$ cat src/rtl/ddr3_req_queue.sv
// In-order request queue in front of the DDR3 controller. It issues one command at a
// time, holds it for the burst, and returns read data as a single-cycle response.
module ddr3_req_queue #(
  parameter int DEPTH  = 4,
  parameter int BA_W   = 3,
  parameter int ADDR_W = 15,
  parameter int COL_W  = 10,
  parameter int DATA_W = 64,
  parameter int RD_LAT = 6,
  parameter int WR_CYC = 4
) (
  input  logic                       cpu_clk,
  input  logic                       reset,
  input  logic                       req_valid,
  output logic                       req_ready,
  input  logic                       req_cmd,
  input  logic [BA_W-1:0]            req_ba,
  input  logic [ADDR_W-1:0]          req_addr,
  input  logic [COL_W-1:0]           req_col,
  input  logic [DATA_W-1:0]          req_wr_data,
  output logic                       rsp_valid,
  output logic [DATA_W-1:0]          rsp_data,
  input  logic                       cont_cmd_rdy,
  output logic                       cont_addr_valid,
  output logic                       cont_cmd,
  output logic [BA_W-1:0]            cont_ba,
  output logic [ADDR_W-1:0]          cont_addr,
  output logic [COL_W-1:0]           cont_col,
  output logic [DATA_W-1:0]          cont_wr_data,
  input  logic [DATA_W-1:0]          cont_rd_data,
  output logic [$clog2(DEPTH+1)-1:0] q_count
);
  localparam int PW   = $clog2(DEPTH);
  localparam int CW   = $clog2(DEPTH+1);
  localparam int LMAX = (RD_LAT > WR_CYC) ? RD_LAT : WR_CYC;
  localparam int LW   = $clog2(LMAX+1);

  typedef struct packed {
    logic              cmd;
    logic [BA_W-1:0]   ba;
    logic [ADDR_W-1:0] addr;
    logic [COL_W-1:0]  col;
    logic [DATA_W-1:0] data;
  } entry_t;

  typedef enum logic [1:0] {IDLE, ISSUE, BUSY} state_t;

  entry_t            mem_q [DEPTH];
  entry_t            head;
  state_t            state_q, state_d;
  logic [PW-1:0]     wr_ptr_q, wr_ptr_d, rd_ptr_q, rd_ptr_d;
  logic [CW-1:0]     count_q, count_d;
  logic [LW-1:0]     lat_cnt_q, lat_cnt_d, lim_m1;
  logic              rsp_valid_q, rsp_valid_d;
  logic [DATA_W-1:0] rsp_data_q, rsp_data_d;
  logic              push, pop;

  assign head      = mem_q[rd_ptr_q];
  assign req_ready = (count_q != CW'(DEPTH));
  assign push      = req_valid && req_ready;
  assign lim_m1    = head.cmd ? LW'(RD_LAT-1) : LW'(WR_CYC-1);

  always_comb begin
    state_d     = state_q;
    lat_cnt_d   = lat_cnt_q;
    pop         = 1'b0;
    rsp_valid_d = 1'b0;
    rsp_data_d  = rsp_data_q;
    case (state_q)
      IDLE:  if (count_q != '0) state_d = ISSUE;
      ISSUE: if (cont_cmd_rdy) begin
        state_d   = BUSY;
        lat_cnt_d = '0;
      end
      BUSY: begin
        if (lat_cnt_q == lim_m1) begin
          pop = 1'b1;
          if (head.cmd) begin
            rsp_valid_d = 1'b1;
            rsp_data_d  = cont_rd_data;
          end
        end else begin
          lat_cnt_d = lat_cnt_q + LW'(1);
        end
      end
      default: state_d = IDLE;
    endcase

    count_d = count_q;
    case ({push, pop})
      2'b10:   count_d = count_q + CW'(1);
      2'b01:   count_d = count_q - CW'(1);
      default: count_d = count_q;
    endcase
    // Completion decides between the next issue and idle using post-pop occupancy.
    if (pop) state_d = (count_d != '0) ? ISSUE : IDLE;

    wr_ptr_d = wr_ptr_q;
    if (push) wr_ptr_d = (wr_ptr_q == PW'(DEPTH-1)) ? '0 : wr_ptr_q + PW'(1);
    rd_ptr_d = rd_ptr_q;
    if (pop)  rd_ptr_d = (rd_ptr_q == PW'(DEPTH-1)) ? '0 : rd_ptr_q + PW'(1);
  end

  always_ff @(posedge cpu_clk) begin
    if (reset) begin
      state_q     <= IDLE;
      wr_ptr_q    <= '0;
      rd_ptr_q    <= '0;
      count_q     <= '0;
      lat_cnt_q   <= '0;
      rsp_valid_q <= 1'b0;
      rsp_data_q  <= '0;
    end else begin
      state_q     <= state_d;
      wr_ptr_q    <= wr_ptr_d;
      rd_ptr_q    <= rd_ptr_d;
      count_q     <= count_d;
      lat_cnt_q   <= lat_cnt_d;
      rsp_valid_q <= rsp_valid_d;
      rsp_data_q  <= rsp_data_d;
    end
  end

  // Storage needs no reset: outputs are gated by the FSM state.
  always_ff @(posedge cpu_clk) begin
    if (!reset && push)
      mem_q[wr_ptr_q] <= '{cmd: req_cmd, ba: req_ba, addr: req_addr,
                           col: req_col, data: req_wr_data};
  end

  always_comb begin
    cont_addr_valid = (state_q == ISSUE);
    cont_cmd        = 1'b0;
    cont_ba         = '0;
    cont_addr       = '0;
    cont_col        = '0;
    cont_wr_data    = '0;
    if (state_q != IDLE) begin
      cont_cmd     = head.cmd;
      cont_ba      = head.ba;
      cont_addr    = head.addr;
      cont_col     = head.col;
      cont_wr_data = head.data;
    end
  end

  assign rsp_valid = rsp_valid_q;
  assign rsp_data  = rsp_data_q;
  assign q_count   = count_q;
endmodule

$ cat config.mk
export PLATFORM = sky130hd
export DESIGN_NAME = ddr3_req_queue
export DESIGN_NICKNAME = d
export VERILOG_FILES = /design/src/rtl/ddr3_req_queue.sv
export SDC_FILE = /design/constraint.sdc
export NUM_CORES = 1
export LEC_CHECK = 0
export ABC_AREA = 1
export CAP_MARGIN = 20
export CORE_MARGIN = 8
export CORE_UTILIZATION = 45
export CTS_BUF_LIST = sky130_fd_sc_hd__clkbuf_4
export CTS_CLUSTER_DIAMETER = 60
export DETAILED_ROUTE_END_ITERATION = 10
export HOLD_SLACK_MARGIN = 0.06
export PLACE_DENSITY = 0.76
export SKIP_LAST_GASP = 1
export SYNTH_ARGS = -nofsm -noshare
export SYNTH_HDL_FRONTEND = slang
export SYNTH_SLANG_ARGS = --single-unit
$ cat constraint.sdc
create_clock -name cpu_clk -period 7.2 [get_ports cpu_clk]
set_input_delay 1.08 -clock cpu_clk [delete_from_list [all_inputs] [get_ports cpu_clk]]
set_output_delay 1.08 -clock cpu_clk [all_outputs]
set_load 0.01 [all_outputs]
==> results.rst, run 1 <==
.. list-table::
   :header-rows: 1

   * - Metric
     - Value
   * - Detailed-router iteration count before antenna repair
     - 5
   * - Post-synthesis async set-or-reset flop share
     - 0%
   * - Critical Path End Type
     - primary output
   * - Data arrival time of the worst path
     - 4.16 ns
   * - TritonCTS buffer count
     - 112
   * - Most heavily used metal layer in global routing
     - met2
   * - Setup clock skew after layout
     - 0.0552 ns
   * - Main synth FF type
     - edfxtp_1
   * - Min-Delay Startpoint
     - rsp_data[23]
   * - Share of layout cells above drive strength 1
     - 10.4%
   * - Net count of the finished layout
     - 2014
   * - Adder and majority cell fraction of the synthesized area
     - 0.620%
   * - Worst reg2reg path endpoint
     - state_q[0]
   * - Path category of the worst min-delay check
     - reg2reg
   * - Net switching share of the total power
     - 24.4%
   * - Largest net degree at the start of global routing
     - 106
   * - Cell Area, Synth
     - 0.0173 mm2
   * - All-layer global routing usage
     - 19.5%
   * - Area growth from synthesis to layout
     - 29.7%
   * - Fraction of synthesized cell area in xor and xnor cells
     - 0.151%
   * - Share of cell area taken by muxes after synthesis
     - 0.0577%
   * - Required time at the worst-slack endpoint
     - 6.12 ns
   * - Launching element type of the critical path
     - flip-flop
   * - Count of H-tree levels built during CTS
     - 3
   * - Sequential share of power
     - 51.5%
   * - Number of buffers added to fix hold violations after cts
     - 0
   * - Final setup viols
     - 0
   * - Area of the core
     - 0.0384 mm2
   * - Proportion of power drawn by combinational gates
     - 11.8%
   * - Number of global-route vias before repair
     - 12.7k
   * - Peak supply drop
     - 0.147 mV
   * - Die extent in x
     - 212 um
   * - Count of port buffers added during placement
     - 323
   * - Maximum clock rate
     - 191 MHz
   * - Clock network fraction of total power
     - 36.6%
   * - Start-to-end type of the worst setup path
     - reg2out
   * - Endpoint of the worst hold path
     - rsp_data[23]
   * - R2R cell count
     - 16
   * - Cells taking the most area after synthesis
     - edfxtp_1 64%, nor2_1 9.9%, dfxtp_1 9.1%
   * - Drt drc
     - 0
   * - Die outline height
     - 212 um
   * - Final hold slack
     - 0.503 ns
   * - Largest family of logic cells by synthesized area
     - simple AND/OR/NAND/NOR gates
   * - Max transition margin
     - 35.1%
   * - Sw power
     - 1.38 mW
   * - Register-to-Register Setup Slack
     - 3.33 ns
   * - CTS tree
     - done
   * - Worst skew pair latency
     - 0.78 ns
   * - Run status
     - finished clean
   * - Post-cts repair resize count
     - 0
   * - Post-detailed-placement half-perimeter wirelength
     - 26300 um
   * - Average routed wire per standard cell
     - 18.2 um
   * - Violation count after the first detailed-route iteration
     - 780
   * - Static leakage power
     - 7.83 nW
   * - Number of cells on the worst hold path
     - 2
   * - Post-Synthesis Mean Instance Area
     - 11.7 um2
   * - Post-Synthesis Net Count
     - 1655
   * - Post-synthesis compound-gate area fraction
     - 10.1%
   * - # Max-Cap Violations
     - 0
   * - Setup TNS
     - 0 ns
   * - Synth Instances
     - 1486
   * - Seq/Total Area, Yosys
     - 73.5%
   * - Post-route antenna net violation count
     - 0
   * - Grt met1 use
     - 23.1%
   * - Clock-pin slew of the registers on the worst-case setup and hold paths
     - 0.07 ns
   * - Root buffer cell
     - clkbuf_4
   * - Weighted congestion at the end of routability-driven global placement
     - 0.768
   * - Count of state elements after synthesis
     - 451
   * - Largest area contributor in the netlist
     - edfxtp_1
   * - Sum of overflow across all layers after global routing
     - 0
   * - Highest fanout seen on the critical path
     - 101
   * - Pwr/cell area
     - 251 mW/mm2
   * - Share of synthesized cell area in and, or, nand and nor gates
     - 12.8%
   * - Vias per cell
     - 5.08
   * - Count of pins over their slew limit
     - 0
   * - Met2 usage
     - 31.1%
   * - Total I/O pin count
     - 324
   * - Total number of placement rows
     - 72
   * - Internal Pwr Total
     - 4.26 mW
   * - Starting density of the core
     - 45.2%
   * - Number of enable flip-flop cells after synthesis
     - 372
   * - Detailed-route via count
     - 12.5k
   * - Time the final worst path needs with I/O delays and setup
     - 5.24 ns
   * - Initial antenna violation count
     - 8
   * - First-pass GRT wire length
     - 68700 um
   * - Count of endpoints failing hold in the final timing report
     - 0
   * - Share of the synthesized area in the top cell type
     - 64.4%
   * - Buffers inserted by post-CTS timing repair
     - 0
   * - RSZ-0062 raised after global routing
     - false
   * - Slew @ Worst Pin
     - 0.974 ns
   * - Die ar.
     - 0.0451 mm2
   * - Final period utilization
     - 72.7%
   * - Final wirelength
     - 44700 um
   * - Deepest clock path buffer count
     - 3
   * - Met3 Track Usage GR
     - 8.28%
   * - Number of warnings reported in the yosys synthesis log
     - 0
   * - Count of clock tree sinks
     - 451
   * - Distinct cell type count after synthesis
     - 27
[synthesized netlist by cell type (2+ instances only)]
| cell type | count |
|---|---|
| nor2_1 | 456 |
| edfxtp_1 | 372 |
| o21ai_0 | 214 |
| a21oi_1 | 96 |
| dfxtp_1 | 79 |
| nor3_1 | 65 |
| clkbuf_1 | 60 |
| o21ai_1 | 39 |
| buf_2 | 27 |
| nand2_1 | 20 |
| inv_1 | 16 |
| nand3_1 | 10 |
| buf_1 | 9 |
| ha_1 | 7 |
| nand4_1 | 2 |
| or2_2 | 2 |
| xor2_1 | 2 |
[sequential cells by signal, indices dropped and copies added (netlist names), named ones only]
name       flops
lat_cnt_q      3
rsp_data      64
wr_ptr_q       2
rd_ptr_q       2
state_q        2
mem_q        372
q_count        3
rsp_valid      1
[cells by family after synthesis]
| group | count (synthesis) |
|---|---|
| flops | 451 |
| fa+ha+maj | 8 |
| xor+xnor | 3 |
| mux | 1 |
| compound gates | 349 |
| buf+inv | 117 |
| simple gates | 557 |
[power by group through the flow]
stage               Combinational [mW]  Sequential [mW]  Clock [mW]
finish                           0.668             2.91        2.07
global route                     0.719             2.91        2.27
CTS                              0.676             2.91        2.14
floorplan                        0.244             2.97           0
detailed placement               0.671             2.96           0
global placement                 0.669             2.96           0
[worst max-delay path: stages, from the launching register on]
cell and delay [ns]:
dfxtp_4 0.59, inv_4 0.80, buf_4 0.75, o21ai_0 0.24
a21oi_1 0.27, clkdlybuf4s50_1 0.59
[how the worst max path moves through the flow]
stage,start,to,slack [ns],cells past startpoint
floorplan,reset,mem_q[0][0],1.44,3
global placement,flip-flop,cont_wr_data[63],2.76,6
detailed placement,flip-flop,cont_col[8],2.78,5
CTS,flip-flop,cont_col[8],1.88,5
global route,flip-flop,cont_col[8],1.62,5
finish,flip-flop,cont_col[8],1.96,5
[cells in the final DEF, fill, tap and decap left out, types with 3 or more instances in the layout]
| cell type | count |
|---|---|
| edfxtp_1 | 372 |
| o21ai_0 | 214 |
| nor2_4 | 6 |
| clkinv_1 | 39 |
| clkdlybuf4s50_1 | 323 |
| nand3_1 | 10 |
| inv_1 | 15 |
| nor2_1 | 451 |
| buf_4 | 17 |
| nand2_1 | 19 |
| inv_2 | 3 |
| dfxtp_1 | 77 |
| clkinv_2 | 5 |
| clkbuf_4 | 155 |
| o21ai_1 | 39 |
| ha_1 | 7 |
| a21oi_1 | 96 |
| diode_2 | 4 |
| nor3_1 | 65 |
[per-stage QoR]
stage	worst slack, ns	utilization [%]	total power [mW]	cell area (um2)	instances
2_1_floorplan	1.44	-	3.21	17300	1486
3_3_place_gp	2.76	54.7	3.63	21000	2246
3_5_place_dp	2.78	54.8	3.64	21000	2248
4_1_cts	1.88	58.5	5.72	22500	2452
5_1_grt	1.62	58.6	5.90	22500	2455
6_report	1.96	58.6	5.64	22500	2457
[layout make-up]
| type | instances | area, um2 |
|---|---|---|
| Multi-Input combinational cell | 918 | 4150 |
| Inverter | 19 | 75.1 |
| Tap cell | 518 | 648 |
| Clock buffer | 155 | 1160 |
| Clock inverter | 49 | 255 |
| Antenna cell | 4 | 10.0 |
| Sequential cell | 451 | 12800 |
| Timing Repair Buffer | 343 | 3440 |
| Fill cell | 3060 | 15900 |
[routing by layer]
layer	wire (um)	vias up	share of wire [%]
met2	21100	475	47
met4	1160	10	2.6
met3	4720	83	11
met5	65	-	0.15
met1	17700	5907	40
li1	-	6009	-
No activity file was read; power rests on OpenSTA's default activity.
==> inputs of run 2 (changes only) <==
==> constraint.sdc (replaced) <==
create_clock -name cpu_clk -period 5.39 [get_ports cpu_clk]
set_input_delay 0.8085 -clock cpu_clk [delete_from_list [all_inputs] [get_ports cpu_clk]]
set_output_delay 0.8085 -clock cpu_clk [all_outputs]
set_load 0.01 [all_outputs]
==> run 2 against run 1 <==
  * Sequential share of layout area barely moved
  * Register-to-register slack worse by 1.3 ns
  * Clock power up 32%
  * Power increased by 33%
  * First-iteration DRC count down 7.2%
  * Via count rose by 0.94%
  * Cell count about the same
  * Global-route usage rose by 0.43 points
  * Die area unchanged
  * Design area about the same
  * Utilization is essentially flat
  * Critical path type unchanged
  * Critical endpoint is now cont_wr_data[30]
==> results.rst, run 2 (synthesized netlist as in run 1, its figures left out) <==
.. list-table::
   :header-rows: 1

   * - Metric
     - Value
   * - Highest fanout seen on the critical path
     - 83 (-18%)
   * - Total I/O pin count
     - 324 (unchanged)
   * - Starting density of the core
     - 45.2% (unchanged)
   * - Final period utilization
     - 80.8%
   * - Area of the core
     - 0.0384 mm2 (unchanged)
   * - Violation count after the first detailed-route iteration
     - 724 (-7.2%)
   * - Path category of the worst min-delay check
     - reg2reg
   * - Time the final worst path needs with I/O delays and setup
     - 4.35 ns
   * - Launching element type of the critical path
     - flip-flop
   * - Slew @ Worst Pin
     - 1.01 ns (+0.0393 ns)
   * - Total non-filler cell area in the finished layout
     - 0.0225 mm2 (about the same)
   * - Critical Path End Type
     - primary output
   * - Required time at the worst-slack endpoint
     - 4.58 ns (-1.54 ns)
   * - Setup clock skew after layout
     - 0.0665 ns (+0.0112 ns)
   * - Storage element area
     - 0.0128 mm2 (unchanged)
   * - All-layer global routing usage
     - 19.9% (+0.43 points)
   * - Number of non-filler instances in the completed layout
     - 2459 (+0.081%)
   * - First-pass GRT wire length
     - 69800 um (+1.6%)
   * - Max transition margin
     - 32.5% (-2.6 points)
   * - Die outline height
     - 212 um (unchanged)
   * - Internal Pwr Total
     - 5.67 mW (+33%)
   * - Clock-pin slew of the registers on the worst-case setup and hold paths
     - 0.06 ns (about the same)
   * - Data arrival time of the worst path
     - 3.55 ns (-0.61 ns)
   * - Start-to-end type of the worst setup path
     - reg2out
   * - Count of port buffers added during placement
     - 323 (unchanged)
   * - Average routed wire per standard cell
     - 18.7 um (+2.7%)
   * - Number of buffers added to fix hold violations after cts
     - 0 (unchanged)
   * - Weighted congestion at the end of routability-driven global placement
     - 0.797 (+3.8%)
   * - Final wirelength
     - 45900 um (+2.8%)
   * - Deepest clock path buffer count
     - 3 (unchanged)
   * - Largest register by flop count
     - mem_q
   * - Sw power
     - 1.84 mW (+34%)
   * - Post-cts repair resize count
     - 0 (unchanged)
   * - Final hold slack
     - 0.504 ns (+0.000480 ns)
   * - Clock network fraction of total power
     - 36.3% (-0.3 points)
   * - Total number of placement rows
     - 72 (unchanged)
   * - Setup TNS
     - 0 ns (unchanged)
   * - Final setup viols
     - 0 (unchanged)
   * - Static leakage power
     - 7.83 nW (about the same)
   * - Net switching share of the total power
     - 24.6% (+0.12 points)
   * - Post-detailed-placement cell area
     - 0.0211 mm2 (+0.13%)
   * - Post-route antenna net violation count
     - 0 (unchanged)
   * - Number of flip-flops under the largest register name
     - 372 (unchanged)
   * - Worst skew pair latency
     - 0.78 ns (about the same)
   * - Root buffer cell
     - clkbuf_4
   * - CTS tree
     - done
   * - Initial antenna violation count
     - 6 (-2)
   * - Proportion of power drawn by combinational gates
     - 12.0% (+0.2 points)
   * - Number of cells in the design after placement
     - 2250 (+0.089%)
   * - Most common library cell in the layout ignoring fill and taps
     - nor2_1
   * - TritonCTS buffer count
     - 110 (-1.8%)
   * - Detailed-router iteration count before antenna repair
     - 5 (unchanged)
   * - Buffers inserted by post-CTS timing repair
     - 0 (unchanged)
   * - Filler cell count
     - 3112 (+1.7%)
   * - Overall power of the completed layout
     - 7.51 mW (+33%)
   * - Die extent in x
     - 212 um (unchanged)
   * - Multi-input gate area in the final layout
     - 0.00415 mm2 (unchanged)
   * - Net count of the finished layout
     - 2013 (-0.050%)
   * - Peak supply drop
     - 0.167 mV (+13%)
   * - Die ar.
     - 0.0451 mm2 (unchanged)
   * - Maximum clock rate
     - 230 MHz
   * - Vias per cell
     - 5.12 (+0.86%)
   * - Run status
     - finished clean
   * - Share of layout cells above drive strength 1
     - 10.7% (+0.30 points)
   * - Sequential share of power
     - 51.7% (+0.2 points)
   * - Count of H-tree levels built during CTS
     - 3 (unchanged)
   * - Count of pins over their slew limit
     - 0 (unchanged)
   * - Drt drc
     - 0 (unchanged)
   * - Post-detailed-placement half-perimeter wirelength
     - 27900 um (+6.1%)
   * - RSZ-0062 raised after global routing
     - false
   * - Area growth from synthesis to layout
     - 29.6% (about the same)
   * - Most frequent cells in the layout
     - 451 x nor2_1, 372 x edfxtp_1, 323 x clkdlybuf4s50_1
   * - Detailed-route via count
     - 12.6k (+0.94%)
   * - Number of global-route vias before repair
     - 13.1k (+3.0%)
   * - Sum of overflow across all layers after global routing
     - 0 (unchanged)
   * - Pwr/cell area
     - 334 mW/mm2 (+33%)
   * - Count of clock tree sinks
     - 451 (unchanged)
   * - Count of endpoints failing hold in the final timing report
     - 0 (unchanged)
   * - Largest net degree at the start of global routing
     - 92 (-13%)
   * - # Max-Cap Violations
     - 0 (unchanged)
==> run 2: cell types whose count changed in the layout (fill, tap and decap cells not counted) <==
cell	previous run	this run
clkbuf_4	155	165
clkinv_1	39	34
bufinv_16	2	0
inv_2	3	1
buf_12	1	2
buf_16	2	1
buf_4	17	18
clkinv_2	5	4
diode_2	4	5
==> run 2: worst max-delay path, stage by stage, from the launching register on <==
cell and delay [ns]:
dfxtp_4 0.46, inv_4 0.59, buf_4 0.58, o21ai_0 0.17, a21oi_1 0.31, clkdlybuf4s50_1 0.60
==> run 2: per-stage QoR <==
step	setup WS [ns]	util, %
6_report	1.04	58.6
5_1_grt	0.713	58.6
4_1_cts	0.947	58.6
3_5_place_dp	1.85	54.9
3_3_place_gp	1.86	54.8
2_1_floorplan	-0.101	-
==> run 2: final cells by class <==
class,instances,area share [%]
Sequential cell,451,56.7
Multi-Input combinational cell,918,18.5
Timing Repair Buffer,344,15.3
Clock buffer,165,5.51
Tap cell,518,2.88
Clock inverter,39,0.729
Inverter,19,0.334
Antenna cell,5,0.0556
==> run 2: worst paths after layout <==
kind,endpoint,slack [ns],start,depth (start not counted)
worst max register to register,state_q[0],1.99,flip-flop,15
worst min register to register,rsp_data[24],0.50,rsp_data[24],2
worst max-delay path,cont_wr_data[30],1.04,flip-flop,5
worst min-delay path,rsp_data[24],0.50,rsp_data[24],2
==> run 2: power by group through the flow <==
stage / registers, mW / clock network [mW] / logic [mW]
floorplan: 3.96 / 0 / 0.326
global placement: 3.96 / 0 / 0.898
detailed placement: 3.96 / 0 / 0.904
CTS: 3.88 / 2.82 / 0.912
global route: 3.89 / 2.99 / 0.968
finish: 3.88 / 2.73 / 0.900
==> run 2: routing by layer <==
metal  track usage (%)  up-vias  wire length [um]
li1                  -     6020                 -
met2              32.6      511             21800
met1              23.0     5987             17900
met5                 0        -                17
met4              7.85        2              1010
met3              8.40       81              5150
==> inputs of run 3 (changes only) <==
==> constraint.sdc (replaced) <==
create_clock -name cpu_clk -period 4.55 [get_ports cpu_clk]
set_input_delay 0.6825 -clock cpu_clk [delete_from_list [all_inputs] [get_ports cpu_clk]]
set_output_delay 0.6825 -clock cpu_clk [all_outputs]
set_load 0.01 [all_outputs]
==> run 3 against run 2 <==
  * Power grew 19%
  * Register-to-register slack worse by 0.72 ns
  * Clock power grew 20%
==> results.rst, run 3 (synthesized netlist as in run 1, its figures left out) <==
.. list-table::
   :header-rows: 1

   * - Metric
     - Value
   * - Post-route antenna net violation count
     - 0 (unchanged)
   * - Starting density of the core
     - 45.2% (unchanged)
   * - Final setup viols
     - 0 (unchanged)
   * - Cell type of the slowest stage on the worst timing path
     - clkdlybuf4s50_1
   * - Largest register by flop count
     - mem_q
   * - Required time at the worst-slack endpoint
     - 3.87 ns (-0.71 ns)
   * - Die extent in x
     - 212 um (unchanged)
   * - Overall power of the completed layout
     - 8.93 mW (+19%)
   * - Run status
     - finished clean
   * - Number of non-filler instances in the completed layout
     - 2446 (-0.53%)
   * - Count of clock tree sinks
     - 451 (unchanged)
   * - Most frequent cells in the layout
     - 451 x nor2_1, 372 x edfxtp_1, 323 x clkdlybuf4s50_1
   * - Net count of the finished layout
     - 2010 (-0.15%)
   * - Number of cells in the design after placement
     - 2246 (-0.18%)
   * - All-layer global routing usage
     - 19.5% (-0.45 points)
   * - Root buffer cell
     - clkbuf_4
   * - Launching element type of the critical path
     - flip-flop
   * - Start-to-end type of the worst setup path
     - reg2out
   * - Post-cts repair resize count
     - 0 (unchanged)
   * - Path category of the worst min-delay check
     - reg2reg
   * - Delay contributed by the slowest stage of the critical path
     - 0.60 ns (about the same)
   * - Weighted congestion at the end of routability-driven global placement
     - 0.866 (+8.6%)
   * - Count of H-tree levels built during CTS
     - 3 (unchanged)
   * - Area of the core
     - 0.0384 mm2 (unchanged)
   * - Average routed wire per standard cell
     - 18.2 um (-2.3%)
   * - Post-layout utilization of the core
     - 58.7% (+0.082 points)
   * - Initial antenna violation count
     - 6 (unchanged)
   * - CTS tree
     - done
   * - Number of buffers added to fix hold violations after cts
     - 0 (unchanged)
   * - Count of pins over their slew limit
     - 0 (unchanged)
   * - Share of layout cells above drive strength 1
     - 10.8% (+0.061 points)
   * - Static leakage power
     - 7.83 nW (about the same)
   * - Die outline height
     - 212 um (unchanged)
   * - Maximum clock rate
     - 253 MHz
   * - Final period utilization
     - 86.8%
   * - Number of global-route vias before repair
     - 12.7k (-3.5%)
   * - Clock-pin slew of the registers on the worst-case setup and hold paths
     - 0.06 ns (about the same)
   * - Vias per cell
     - 5.08 (-0.79%)
   * - Worst skew pair latency
     - 0.79 ns (about the same)
   * - Data arrival time of the worst path
     - 3.27 ns (-0.28 ns)
   * - Die ar.
     - 0.0451 mm2 (unchanged)
   * - Max transition margin
     - 33.7% (+1.2 points)
   * - Drt drc
     - 0 (unchanged)
   * - Largest net degree at the start of global routing
     - 187 (+100%)
   * - # Max-Cap Violations
     - 0 (unchanged)
   * - Total I/O pin count
     - 324 (unchanged)
   * - Most common library cell in the layout ignoring fill and taps
     - nor2_1
   * - Detailed-route via count
     - 12.4k (-1.3%)
   * - Gate family responsible for the most delay along the worst path
     - buffers and inverters
   * - RSZ-0062 raised after global routing
     - false
   * - Count of port buffers added during placement
     - 323 (unchanged)
   * - Critical Path End Type
     - primary output
   * - Count of endpoints failing hold in the final timing report
     - 0 (unchanged)
   * - Final wirelength
     - 44600 um (-2.8%)
   * - Area growth from synthesis to layout
     - 29.8%
   * - Buffers inserted by post-CTS timing repair
     - 0 (unchanged)
   * - Violation count after the first detailed-route iteration
     - 800 (+10%)
   * - Pwr/cell area
     - 397 mW/mm2 (+19%)
   * - Deepest clock path buffer count
     - 3 (unchanged)
   * - Sum of overflow across all layers after global routing
     - 0 (unchanged)
   * - Worst path cell trace
     - clkinv_2, buf_12, nor2_1, o21ai_0, a21oi_1, clkdlybuf4s50_1
   * - Count of buffer and inverter cells on the critical path
     - 3 (unchanged)
   * - Slew @ Worst Pin
     - 0.992 ns (-0.0207 ns)
   * - Detailed-router iteration count before antenna repair
     - 5 (unchanged)
   * - TritonCTS buffer count
     - 111 (+0.91%)
   * - First-pass GRT wire length
     - 68600 um (-1.7%)
   * - Total number of placement rows
     - 72 (unchanged)
   * - Number of flip-flops under the largest register name
     - 372 (unchanged)
   * - Setup clock skew after layout
     - 0.0407 ns (-0.0258 ns)
   * - Highest fanout seen on the critical path
     - 72 (-13%)
   * - Post-detailed-placement half-perimeter wirelength
     - 26400 um (-5.5%)
   * - Peak supply drop
     - 0.208 mV (+25%)
   * - Time the final worst path needs with I/O delays and setup
     - 3.95 ns
[run 3: cell type report]
type,count,area (um2)
flip-flops and latches,451,12800
fillers,3090,15900
clock buffers,169,1270
repair buffers,340,3460
clock inverters,28,145
diodes,3,7.51
inverters,19,75.1
well taps,518,648
multi-input cells,918,4150
[run 3: per-stage QoR]
stage	hold slack [ns]	instance area (um2)	setup TNS, ns	setup slack [ns]
floorplan	0.482	17300	-303.15	-0.815
CTS	0.400	22500	0	0.522
global placement	0.482	21100	0	1.24
global route	0.442	22500	0	0.378
detailed placement	0.489	21100	0	1.20
finish	0.504	22500	0	0.602
[run 3: final timing paths]
check                                  from      endpoint  slack, ns  cells past startpoint
worst max-delay path              flip-flop   cont_col[0]       0.60                      6
worst min-delay path            rsp_data[9]   rsp_data[9]       0.50                      2
worst max register to register    flip-flop  rsp_data[62]       1.27                     11
worst min register to register  rsp_data[9]   rsp_data[9]       0.50                      2
[run 3: per-layer routing]
layer | vias up | global-route usage [%] | routed length [um]
met5 | - | 0 | 45
met4 | 6 | 6.47 | 780
met3 | 62 | 7.80 | 4590
met2 | 491 | 32.2 | 21600
met1 | 5878 | 23.0 | 17600
li1 | 5998 | - | -
[run 3: power by group]
part / internal, mW / switching (mW) / total (mW)
Sequential: 4.57 / 0.0294 / 4.60
Clock: 1.74 / 1.53 / 3.27
Combinational: 0.489 / 0.572 / 1.06
[run 3: worst register-to-register path, stage by stage, from the launching register on]
cell	delay, ns
dfxtp_4	0.37
buf_12	0.57
nand2_1	0.12
nand3_1	0.14
nand2_1	0.12
inv_2	0.08
nand4_4	0.06
buf_4	0.34
nor2_4	0.85
buf_4	0.37
o21ai_1	0.08
nor2_1	0.14
